`src/rtl/pol_sweep_pkg.sv`:
```
// Shared types and constants for the polMEM sweep sequencer.
// The optional abort input is enabled by defining POL_SWEEP_ABORT_EN.
package pol_sweep_pkg;

  // Default widths: polMEM address, sign-magnitude result, running-sum accumulator
  localparam int DEF_AW = 4;
  localparam int DEF_DW = 9;
  localparam int DEF_SW = 13;

  // Sequencer states; each address costs WRITE + READ + at least one EMIT cycle
  typedef enum logic [2:0] {
    IDLE,
    WRITE,
    READ,
    EMIT,
    DONE
  } state_t;

  // polMEM argument codes
  localparam logic [1:0] ARG_P1 = 2'b00;
  localparam logic [1:0] ARG_P2 = 2'b01;
  localparam logic [1:0] ARG_M1 = 2'b10;
  localparam logic [1:0] ARG_M2 = 2'b11;

  // polMEM operation codes
  localparam logic OP_POL = 1'b0;
  localparam logic OP_DER = 1'b1;

endpackage

```
`src/rtl/pol_sweep_ctrl_if.sv`:
```
// Bundle of command, status, polMEM and result-stream signals of the sweep sequencer.
// master = the sequencer itself, slave = the host / polMEM side.
// The optional abort input (POL_SWEEP_ABORT_EN) stays a plain port on the sequencer.
interface pol_sweep_ctrl_if
  import pol_sweep_pkg::*;
#(
  parameter int AW = DEF_AW,
  parameter int DW = DEF_DW,
  parameter int SW = DEF_SW
);

  logic                 start;
  logic                 op_in;
  logic [1:0]           arg_in;
  logic [AW-1:0]        first_addr;
  logic [AW-1:0]        last_addr;
  logic                 busy;
  logic                 done;
  logic                 mem_mode;
  logic [AW-1:0]        mem_addr;
  logic                 mem_op;
  logic [1:0]           mem_arg;
  logic [DW-1:0]        mem_data;
  logic                 res_valid;
  logic                 res_ready;
  logic [DW-1:0]        res_data;
  logic [AW-1:0]        res_addr;
  logic signed [SW-1:0] acc_sum;

  modport master (
    input  start, op_in, arg_in, first_addr, last_addr, mem_data, res_ready,
    output busy, done, mem_mode, mem_addr, mem_op, mem_arg,
           res_valid, res_data, res_addr, acc_sum
  );

  modport slave (
    output start, op_in, arg_in, first_addr, last_addr, mem_data, res_ready,
    input  busy, done, mem_mode, mem_addr, mem_op, mem_arg,
           res_valid, res_data, res_addr, acc_sum
  );

endinterface

```
`src/rtl/pol_sweep_ctrl_sm_to_tc.sv`:
```
// Sign-magnitude (DW bits, sign in the MSB) to two's-complement (SW bits) converter.
// Negative zero maps to 0 because negating a zero magnitude yields zero.
module sm_to_tc #(
  parameter int DW = 9,
  parameter int SW = 13
) (
  input  logic [DW-1:0]        sm,
  output logic signed [SW-1:0] tc
);

  logic [SW-1:0] mag;

  // Zero-extend the magnitude, then negate it when the sign bit is set
  assign mag = {{(SW-DW+1){1'b0}}, sm[DW-2:0]};
  assign tc  = sm[DW-1] ? $signed(-mag) : $signed(mag);

endmodule

```
`src/rtl/pol_sweep_ctrl.sv`:
```
// polMEM sweep sequencer: for each address of a (possibly wrapping) range it issues a
// write cycle, a read cycle, then offers the stored result on a valid/ready stream while
// accumulating a signed running sum. Define POL_SWEEP_ABORT_EN to add the abort input.
module pol_sweep_ctrl
  import pol_sweep_pkg::*;
#(
  parameter int AW = DEF_AW,
  parameter int DW = DEF_DW,
  parameter int SW = DEF_SW
) (
  input logic CLK,
  input logic RST,
`ifdef POL_SWEEP_ABORT_EN
  input logic abort,
`endif
  pol_sweep_ctrl_if.master bus
);

  localparam logic [AW:0]   CNT_ONE  = (AW+1)'(1);
  localparam logic [AW-1:0] ADDR_ONE = AW'(1);

  state_t               state;
  logic [AW-1:0]        cur;
  logic [AW:0]          cnt;
  logic                 busy_q;
  logic                 done_q;
  logic                 mode_q;
  logic                 op_q;
  logic [1:0]           arg_q;
  logic                 res_valid_q;
  logic [DW-1:0]        res_data_q;
  logic [AW-1:0]        res_addr_q;
  logic signed [SW-1:0] acc_q;
  logic signed [SW-1:0] tc_val;
  logic                 abort_req;

  // Abort request, tied off when the feature is not built in
`ifdef POL_SWEEP_ABORT_EN
  assign abort_req = abort;
`else
  assign abort_req = 1'b0;
`endif

  // Signed value of the word currently read back from polMEM
  sm_to_tc #(.DW(DW), .SW(SW)) u_sm_to_tc (
    .sm (bus.mem_data),
    .tc (tc_val)
  );

  // Sweep sequencer: state, address/count bookkeeping and all registered outputs
  always_ff @(posedge CLK) begin
    if (RST) begin
      state       <= IDLE;
      cur         <= '0;
      cnt         <= '0;
      busy_q      <= 1'b0;
      done_q      <= 1'b0;
      mode_q      <= 1'b0;
      op_q        <= 1'b0;
      arg_q       <= 2'b00;
      res_valid_q <= 1'b0;
      res_data_q  <= '0;
      res_addr_q  <= '0;
      acc_q       <= '0;
    end else begin
      done_q <= 1'b0;
      case (state)
        IDLE: begin
          if (bus.start) begin
            state  <= WRITE;
            busy_q <= 1'b1;
            acc_q  <= '0;
            cur    <= bus.first_addr;
            cnt    <= {1'b0, bus.last_addr - bus.first_addr} + CNT_ONE;
            op_q   <= bus.op_in;
            arg_q  <= bus.arg_in;
            mode_q <= 1'b1;
          end
        end
        WRITE: begin
          mode_q <= 1'b0;
          if (abort_req) begin
            state  <= DONE;
            busy_q <= 1'b0;
            done_q <= 1'b1;
          end else begin
            state <= READ;
          end
        end
        READ: begin
          if (abort_req) begin
            state  <= DONE;
            busy_q <= 1'b0;
            done_q <= 1'b1;
          end else begin
            res_data_q  <= bus.mem_data;
            res_addr_q  <= cur;
            res_valid_q <= 1'b1;
            acc_q       <= acc_q + tc_val;
            state       <= EMIT;
          end
        end
        EMIT: begin
          if (abort_req) begin
            res_valid_q <= 1'b0;
            state       <= DONE;
            busy_q      <= 1'b0;
            done_q      <= 1'b1;
          end else if (bus.res_ready) begin
            res_valid_q <= 1'b0;
            cnt         <= cnt - CNT_ONE;
            if (cnt == CNT_ONE) begin
              state  <= DONE;
              busy_q <= 1'b0;
              done_q <= 1'b1;
            end else begin
              cur    <= cur + ADDR_ONE;
              mode_q <= 1'b1;
              state  <= WRITE;
            end
          end
        end
        DONE: begin
          state <= IDLE;
        end
        default: begin
          state <= IDLE;
        end
      endcase
    end
  end

  // An abort in WRITE must suppress the write edge, so the mode is gated combinationally
  assign bus.mem_mode  = mode_q & ~abort_req;
  assign bus.mem_addr  = cur;
  assign bus.mem_op    = op_q;
  assign bus.mem_arg   = arg_q;
  assign bus.busy      = busy_q;
  assign bus.done      = done_q;
  assign bus.res_valid = res_valid_q;
  assign bus.res_data  = res_data_q;
  assign bus.res_addr  = res_addr_q;
  assign bus.acc_sum   = acc_q;

endmodule

```
`src/flat_wrapper.sv`:
```
// flat-port wrapper written by rule: the top's interface ports become plain ports
module pol_sweep_ctrl_flat import pol_sweep_pkg::*;
#(
  parameter int AW = DEF_AW,
  parameter int DW = DEF_DW,
  parameter int SW = DEF_SW
)
  (CLK, RST, bus_start, bus_op_in, bus_arg_in, bus_first_addr, bus_last_addr, bus_mem_data, bus_res_ready, bus_busy, bus_done, bus_mem_mode, bus_mem_addr, bus_mem_op, bus_mem_arg, bus_res_valid, bus_res_data, bus_res_addr, bus_acc_sum);
  pol_sweep_ctrl_if #(.AW(AW), .DW(DW), .SW(SW)) bus_i ();
  input logic CLK;
  input logic RST;
  input wire logic [$bits(bus_i.start)-1:0] bus_start;
  input wire logic [$bits(bus_i.op_in)-1:0] bus_op_in;
  input wire logic [$bits(bus_i.arg_in)-1:0] bus_arg_in;
  input wire logic [$bits(bus_i.first_addr)-1:0] bus_first_addr;
  input wire logic [$bits(bus_i.last_addr)-1:0] bus_last_addr;
  input wire logic [$bits(bus_i.mem_data)-1:0] bus_mem_data;
  input wire logic [$bits(bus_i.res_ready)-1:0] bus_res_ready;
  output wire logic [$bits(bus_i.busy)-1:0] bus_busy;
  output wire logic [$bits(bus_i.done)-1:0] bus_done;
  output wire logic [$bits(bus_i.mem_mode)-1:0] bus_mem_mode;
  output wire logic [$bits(bus_i.mem_addr)-1:0] bus_mem_addr;
  output wire logic [$bits(bus_i.mem_op)-1:0] bus_mem_op;
  output wire logic [$bits(bus_i.mem_arg)-1:0] bus_mem_arg;
  output wire logic [$bits(bus_i.res_valid)-1:0] bus_res_valid;
  output wire logic [$bits(bus_i.res_data)-1:0] bus_res_data;
  output wire logic [$bits(bus_i.res_addr)-1:0] bus_res_addr;
  output wire logic [$bits(bus_i.acc_sum)-1:0] bus_acc_sum;
  assign bus_i.start = bus_start;
  assign bus_i.op_in = bus_op_in;
  assign bus_i.arg_in = bus_arg_in;
  assign bus_i.first_addr = bus_first_addr;
  assign bus_i.last_addr = bus_last_addr;
  assign bus_i.mem_data = bus_mem_data;
  assign bus_i.res_ready = bus_res_ready;
  assign bus_busy = bus_i.busy;
  assign bus_done = bus_i.done;
  assign bus_mem_mode = bus_i.mem_mode;
  assign bus_mem_addr = bus_i.mem_addr;
  assign bus_mem_op = bus_i.mem_op;
  assign bus_mem_arg = bus_i.mem_arg;
  assign bus_res_valid = bus_i.res_valid;
  assign bus_res_data = bus_i.res_data;
  assign bus_res_addr = bus_i.res_addr;
  assign bus_acc_sum = bus_i.acc_sum;
  pol_sweep_ctrl #(.AW(AW), .DW(DW), .SW(SW)) u_core (.CLK(CLK), .RST(RST), .bus(bus_i));
endmodule
```
`config.mk`:
```
export PLATFORM = sky130hd
export DESIGN_NAME = pol_sweep_ctrl_flat
export DESIGN_NICKNAME = d
export VERILOG_FILES = /design/src/rtl/pol_sweep_pkg.sv /design/src/rtl/pol_sweep_ctrl_if.sv /design/src/rtl/pol_sweep_ctrl_sm_to_tc.sv /design/src/rtl/pol_sweep_ctrl.sv /design/src/flat_wrapper.sv
export SDC_FILE = /design/constraint.sdc
export NUM_CORES = 1
export LEC_CHECK = 0
export CELL_PAD_IN_SITES_DETAIL_PLACEMENT = 1
export CELL_PAD_IN_SITES_GLOBAL_PLACEMENT = 1
export CORE_ASPECT_RATIO = 1.2
export CORE_MARGIN = 4
export CORE_UTILIZATION = 33
export DETAILED_ROUTE_END_ITERATION = 8
export PLACE_DENSITY = 0.8
export SETUP_SLACK_MARGIN = 0.05
export SYNTH_ARGS = -nofsm -noshare
export SYNTH_HDL_FRONTEND = slang
export SYNTH_SLANG_ARGS = --single-unit
```
`constraint.sdc`:
```
create_clock -name CLK -period 2.5 [get_ports CLK]
set_input_delay 0.5 -clock CLK [delete_from_list [all_inputs] [get_ports CLK]]
set_output_delay 0.5 -clock CLK [all_outputs]
set_load 0.1 [all_outputs]
```
Word-level counts from Yosys, hierarchy flattened

Index checks and enable logic that the tools add are counted.

ROM bits: 0
RAM bits: 0
Latch bits: 0
Output and inout bits: 37
Memories: 0
Flip-flop bits (word level): 45
Bits of input ports: 24

Equality and inequality tests: 8
$add $sub $neg: 6
Multiply operators: 0
Mux-type cells: 24
Bitwise logic cells: 2
Shifts and indexed selects: 0
Magnitude comparators: 0
Reduce and logical (&&, ||, !) cells: 14
Div/mod/pow operators: 0

Operators by type and width:

| cell                                             | count |
|---|---|
| 2-to-1 mux 13 bit                                | 2 |
| one-hot mux 13 bit (2 select lines)              | 1 |
| adder 13 bit                                     | 1 |
| negator 8 -> 13 bit                              | 1 |
| 2-to-1 mux 4 bit                                 | 3 |
| one-hot mux 3 bit (4 select lines)               | 1 |
| AND reduction 4 bit                              | 3 |
| 2-to-1 mux 5 bit                                 | 2 |
| one-hot mux 5 bit (2 select lines)               | 1 |
| 2-to-1 mux 3 bit                                 | 3 |
| one-hot mux 4 bit (2 select lines)               | 1 |
| AND reduction 2 bit                              | 4 |
| 2-to-1 mux 1 bit                                 | 7 |
| == test 3 x 2 -> 1 bit, second input constant    | 2 |
| != test 2 bit, second input constant             | 3 |
| nonzero test 2 bit                               | 3 |
| adder 4 x 1 -> 5 bit, second input constant      | 1 |
| == test 5 x 1 -> 1 bit, second input constant    | 1 |
| subtractor 5 x 1 -> 5 bit, second input constant | 1 |
| adder 4 x 1 -> 4 bit, second input constant      | 1 |
| one-hot mux 1 bit (2 select lines)               | 2 |
| subtractor 4 bit                                 | 1 |
| == test 3 x 1 -> 1 bit, second input constant    | 1 |
| logical NOT 3 bit                                | 1 |
| other kinds (6)                                  | 7 |

Depth between registers and ports, before layout

Depth after elaboration: 4
Depth in mapped cells: 13
Mapped depth without buffers: 13

Modules after synthesis

A second synthesis with hierarchy kept.

Cells, all modules: 329
Area, all modules: 2693.8 µm²

By module, submodules not included:

| module         | cells an instance | area each (µm²) | instances |
|---|---|---|---|
| pol_sweep_ctrl | 302               | 2489.9          | 1 |
| sm_to_tc       | 27                | 203.9           | 1 |

Worst setup path before layout

No wires, ideal clock.

Kind: register to register
From: reg u_core.acc_q[0] (netlist: u_core.bus.acc_sum[0])
To: reg u_core.acc_q[10] (netlist: u_core.bus.acc_sum[10])
Slack: -0.351 ns
Required time: 2.382 ns
Stages on the path, launching flop included: 11
Data arrival time: 2.733 ns
Path buffers: 0
Path through: dfxtp_1 ha_1 inv_1 fa_1 nor2b_4 o211ai_2 a31oi_1 nand2_1 a32oi_1 xor2_1 a22o_1

Word-level cells in the longest chain between the ends: 2

Ends and longest elaborated chain:

| what                                | line                 | RTL |
|---|---|---|
| start: declaration                  | pol_sweep_ctrl.sv:33 | `logic signed [SW-1:0] acc_q;` |
| start signal: assignment            | pol_sweep_ctrl.sv:99 | `acc_q <= acc_q + tc_val;` |
| adder 13 bit                        | pol_sweep_ctrl.sv:99 |  |
| one-hot mux 13 bit (2 select lines) | pol_sweep_ctrl.sv:67 | `case (state)` |

No other way between the ends.
A chain may end at the register's enable or synchronous reset.

Final worst setup path

From: in bus_mem_data[5]
To: reg u_core.acc_q[12] (netlist: u_core.bus.acc_sum[12])

Word-level cells in the longest chain between the ends: 4

Ends and longest elaborated chain:

| what                                    | line                          | RTL |
|---|---|---|
| start: declaration                      | flat_wrapper.sv:17            | `input wire logic [$bits(bus_i.mem_data)-1:0] bus_mem_data;` |
| negator 8 -> 13 bit                     | pol_sweep_ctrl_sm_to_tc.sv:15 | `assign tc = sm[DW-1] ? $signed(-mag) : $signed(mag);` |
| 2-to-1 mux 13 bit (*)                   | pol_sweep_ctrl_sm_to_tc.sv:15 |  |
| adder 13 bit (*)                        | pol_sweep_ctrl.sv:99          |  |
| one-hot mux 13 bit (2 select lines) (*) | pol_sweep_ctrl.sv:67          |  |

Every way passes the cells marked *; elsewhere a longest branch is shown, timed or not.

==> flow_summary_export.csv <==
group,metric,value,unit
finish,final_cells,549,
finish,diodes,0,
power,leakagePower,1.736,nW
run_status,status,"finished with violations",
route,drtPass1Iterations,4,
logic_synthesis,postSynthCellCount,343,
timing,slew_headroom,58.92,%
run_status,violations,"setup timing",
timing,fin_worst_skew,0.003729,ns
timing,fin_ws,-0.1138,ns
critical_path,arrival,2.86,ns
route,post_drt_wl_per_cell,18.37,µm
power,p_total,0.002727,W
timing,fin_crit_sh,104.6,%
timing,final.min_clock_period,2.614,ns
power,powerDensity,672.8,nW/µm²
placed_design,dp.cells,527,
route,wirelength,10080,µm
power,vdd_drop_max,0.0002699,V
logic_synthesis,synthArstFlopShare,0,%
logic_synthesis,syn_area_per_cell,7.861,µm²
grt,grt_pass1_wl,14900,µm
finish,drive_gt1_share,33.26,%
critical_path,critPathLaunchType,"input port",
timing,worst_slew_pin_slew,0.6140,ns
critical_path,crit_chain,"buf_6 -> nor4_4 -> and2b_2 -> buf_4 -> a31oi_1 -> ha_1 -> nand3_1 -> o211ai_1 -> o22a_1 -> o41a_1 -> xnor2_2 -> a21oi_1 -> o22ai_1",
critical_path,critPathTopFamily,"compound AO/OA/AOI/OAI gates",
timing,finalHoldViolations,0,
logic_synthesis,ys.flop_type,"dfxtp_1",
logic_synthesis,ys_warn_count,0,
finish,area_delta_synth_final,50.30,%
run,cap_violations,0,
logic_synthesis,synth-seq-cells,45,
placed_design,portBuffers,60,
timing,fmax,382.6,MHz
finish,fin_util,51.70,%
critical_path,slowest_delay,0.38,ns
floorplanning,chipWidth,90.52,µm
critical_path,path_buf_inv,2,
logic_synthesis,yosysSeqAreaShare,33.41,%
clock_tree,cts_tree,"built",
route,drt_iter0_drc,119,
floorplanning,initial_core_util,34.40,%
logic_synthesis,synth_edf_count,0,
clock_tree,cts_hold_buf,0,
placed_design,finalWeightedCongestion,0.8378,
floorplanning,core_area,7839,µm²
floorplanning,ios,61,
clock_tree,h-tree-depth,2,
logic_synthesis,synth.distinct_cells,50,
grt,grt_pass1_vias,3050,
route,viasPerCell,5.393,
clock_tree,numClockSinks,45,
route,vias,2961,
critical_path,crit_type,"in2reg",
finish,nNetsFinal,502,
critical_path,cp_data_required_time,2.74,ns
worst_hold_path,hp-class,"reg2reg",
clock_tree,clk_latency,0.31,ns
grt,grt_max_degree,35,
timing,whs,0.4633,ns
timing,rsz0062_at_grt,"yes",
timing,fin_setup_tns,-0.1544,ns
grt,antenna_found_initial,0,
critical_path,cp-end-kind,"register",
logic_synthesis,yosysTopAreaCell,"dfxtp_1",
logic_synthesis,yosys-top-cells-area,"dfxtp_1 (33%), ha_1 (9.3%), a21oi_1 (8.2%)",
timing,finalSetupViolations,2,
logic_synthesis,syn_area,2696,µm²
finish,layout_common_cells,"buf_4 (88), nand2_1 (53), dfxtp_1 (41)",
critical_path,slowest_stage,"ha_1",
route,postRouteAntennaNets,0,
placed_design,dp_hpwl,6858,µm
critical_path,critical_path_peak_fanout,5,
floorplanning,rows,35,
logic_synthesis,synth.net_count,389,
grt,grt_overflow,0,
clock_tree,cts_max_path_buffers,2,
timing,report.final.slew_viol_count,0,
route,drc,0,
finish,final_common_cell,"buf_4",
grt,grt_usage,19.06,%
floorplanning,die_y,107.0,µm
floorplanning,die-area,9687,µm²
clock_tree,clockRootBuffer,"clkbuf_8",
clock_tree,numCtsBuffers,5,
clock_tree,cts.clk_slew.worst_paths,0.09,ns
logic_synthesis,synth_top_cell_area_share,33.41,%
-- final timing paths --
check,endpoint,start,slack [ns],cells past startpoint
max,u_core.bus.acc_sum[12],bus_mem_data[5],-0.11,13
min,u_core.bus.mem_arg[1],u_core.bus.mem_arg[1],0.46,2
max reg2reg,u_core.bus.acc_sum[12],u_core.bus.acc_sum[0],0.21,10
min reg2reg,u_core.bus.mem_arg[1],u_core.bus.mem_arg[1],0.46,2
-- cell usage after synthesis (2+ instances only) --
library cell  count
dfxtp_1          45
xor2_1            9
nor3b_1           3
buf_2             6
nand3_1          11
ha_1             20
nor4_1            3
a32oi_1           3
xnor2_1          12
a22oi_1           5
a21o_1            2
o21ai_0          15
a22o_1            6
nor2_1           26
nor3_1            4
a211oi_1          3
nand4_1           2
clkbuf_1          5
a21oi_1          44
nand2_1          55
fa_1              2
or3_1             2
nand2b_1          2
o211ai_1          2
a31oi_1           7
inv_1            22
nor2b_1           3
o21ai_2           2
-- logic make-up after synthesis --
kind of cell,synth area share (%)
and+or+nand+nor,21.25
AOI/OAI and AO/OA,22.37
DFF,33.41
buffers and inverters,5.012
adders and majority gates,10.77
xor gates and xnor gates,6.821
muxes,0.3712
-- worst register-to-register path: stages, from the launching register on --
cell and delay [ns]:
dfxtp_2 0.35, ha_1 0.23, inv_1 0.09, fa_2 0.24
nor2b_4 0.06, o211ai_2 0.20, a31oi_4 0.14, o41a_1 0.49
xnor2_2 0.17, a21oi_1 0.13, o22ai_1 0.08
-- layout make-up --
type	instances	area, µm²
clock inverter	2	37.54
inverter	22	82.58
multi-input combinational	264	1853
tap	92	115.1
fill	947	3786
clock buffer	6	82.58
timing repair buffer	118	975.9
sequential	45	905.9
-- state kept, by name, indices dropped and copies added (netlist names) --
| signal | flops |
|---|---|
| u_core.bus.res_data | 9 |
| u_core.bus.mem_op | 1 |
| u_core.bus.res_valid | 1 |
| u_core.bus.mem_addr | 4 |
| u_core.bus.done | 1 |
| u_core.bus.acc_sum | 13 |
| u_core.bus.busy | 1 |
| u_core.bus.mem_arg | 2 |
| u_core.bus.res_addr | 4 |
| u_core.cnt | 5 |
| u_core.state | 3 |
| u_core.bus.mem_mode | 1 |
-- power by group --
| group | internal [W] | switching (W) |
|---|---|---|
| logic | 0.000430 | 0.000813 |
| registers | 0.000790 | 0.0000866 |
| clock network | 0.000326 | 0.000282 |
-- metrics by stage --
stage	setup WS [ns]	instance area (µm²)
global route	-0.2298	4053
CTS	-0.02889	3955
floorplan	-0.06302	2726
global placement	-0.7067	3640
finish	-0.1138	4053
detailed placement	-0.7453	3640
-- metal layers --
layer  share of wire [%]  track usage, %  vias to the layer above
met2                  56           38.21                       77
li1                    -               -                     1430
met3                 3.5           3.228                       21
met1                  38           19.66                     1433
met5                   0               0                        -
met4                 2.5           6.455                        0
-- repair_timing --
| action | CTS | global route |
|---|---|---|
| endpoints found under the hold margin | 0 | 0 |
| buffers inserted | 11 | 3 |
| resized for setup | 64 | 14 |
| pin swaps | 29 | 13 |
| setup endpoints to repair | 9 | 6 |
Power figures use the tool's default switching activity.
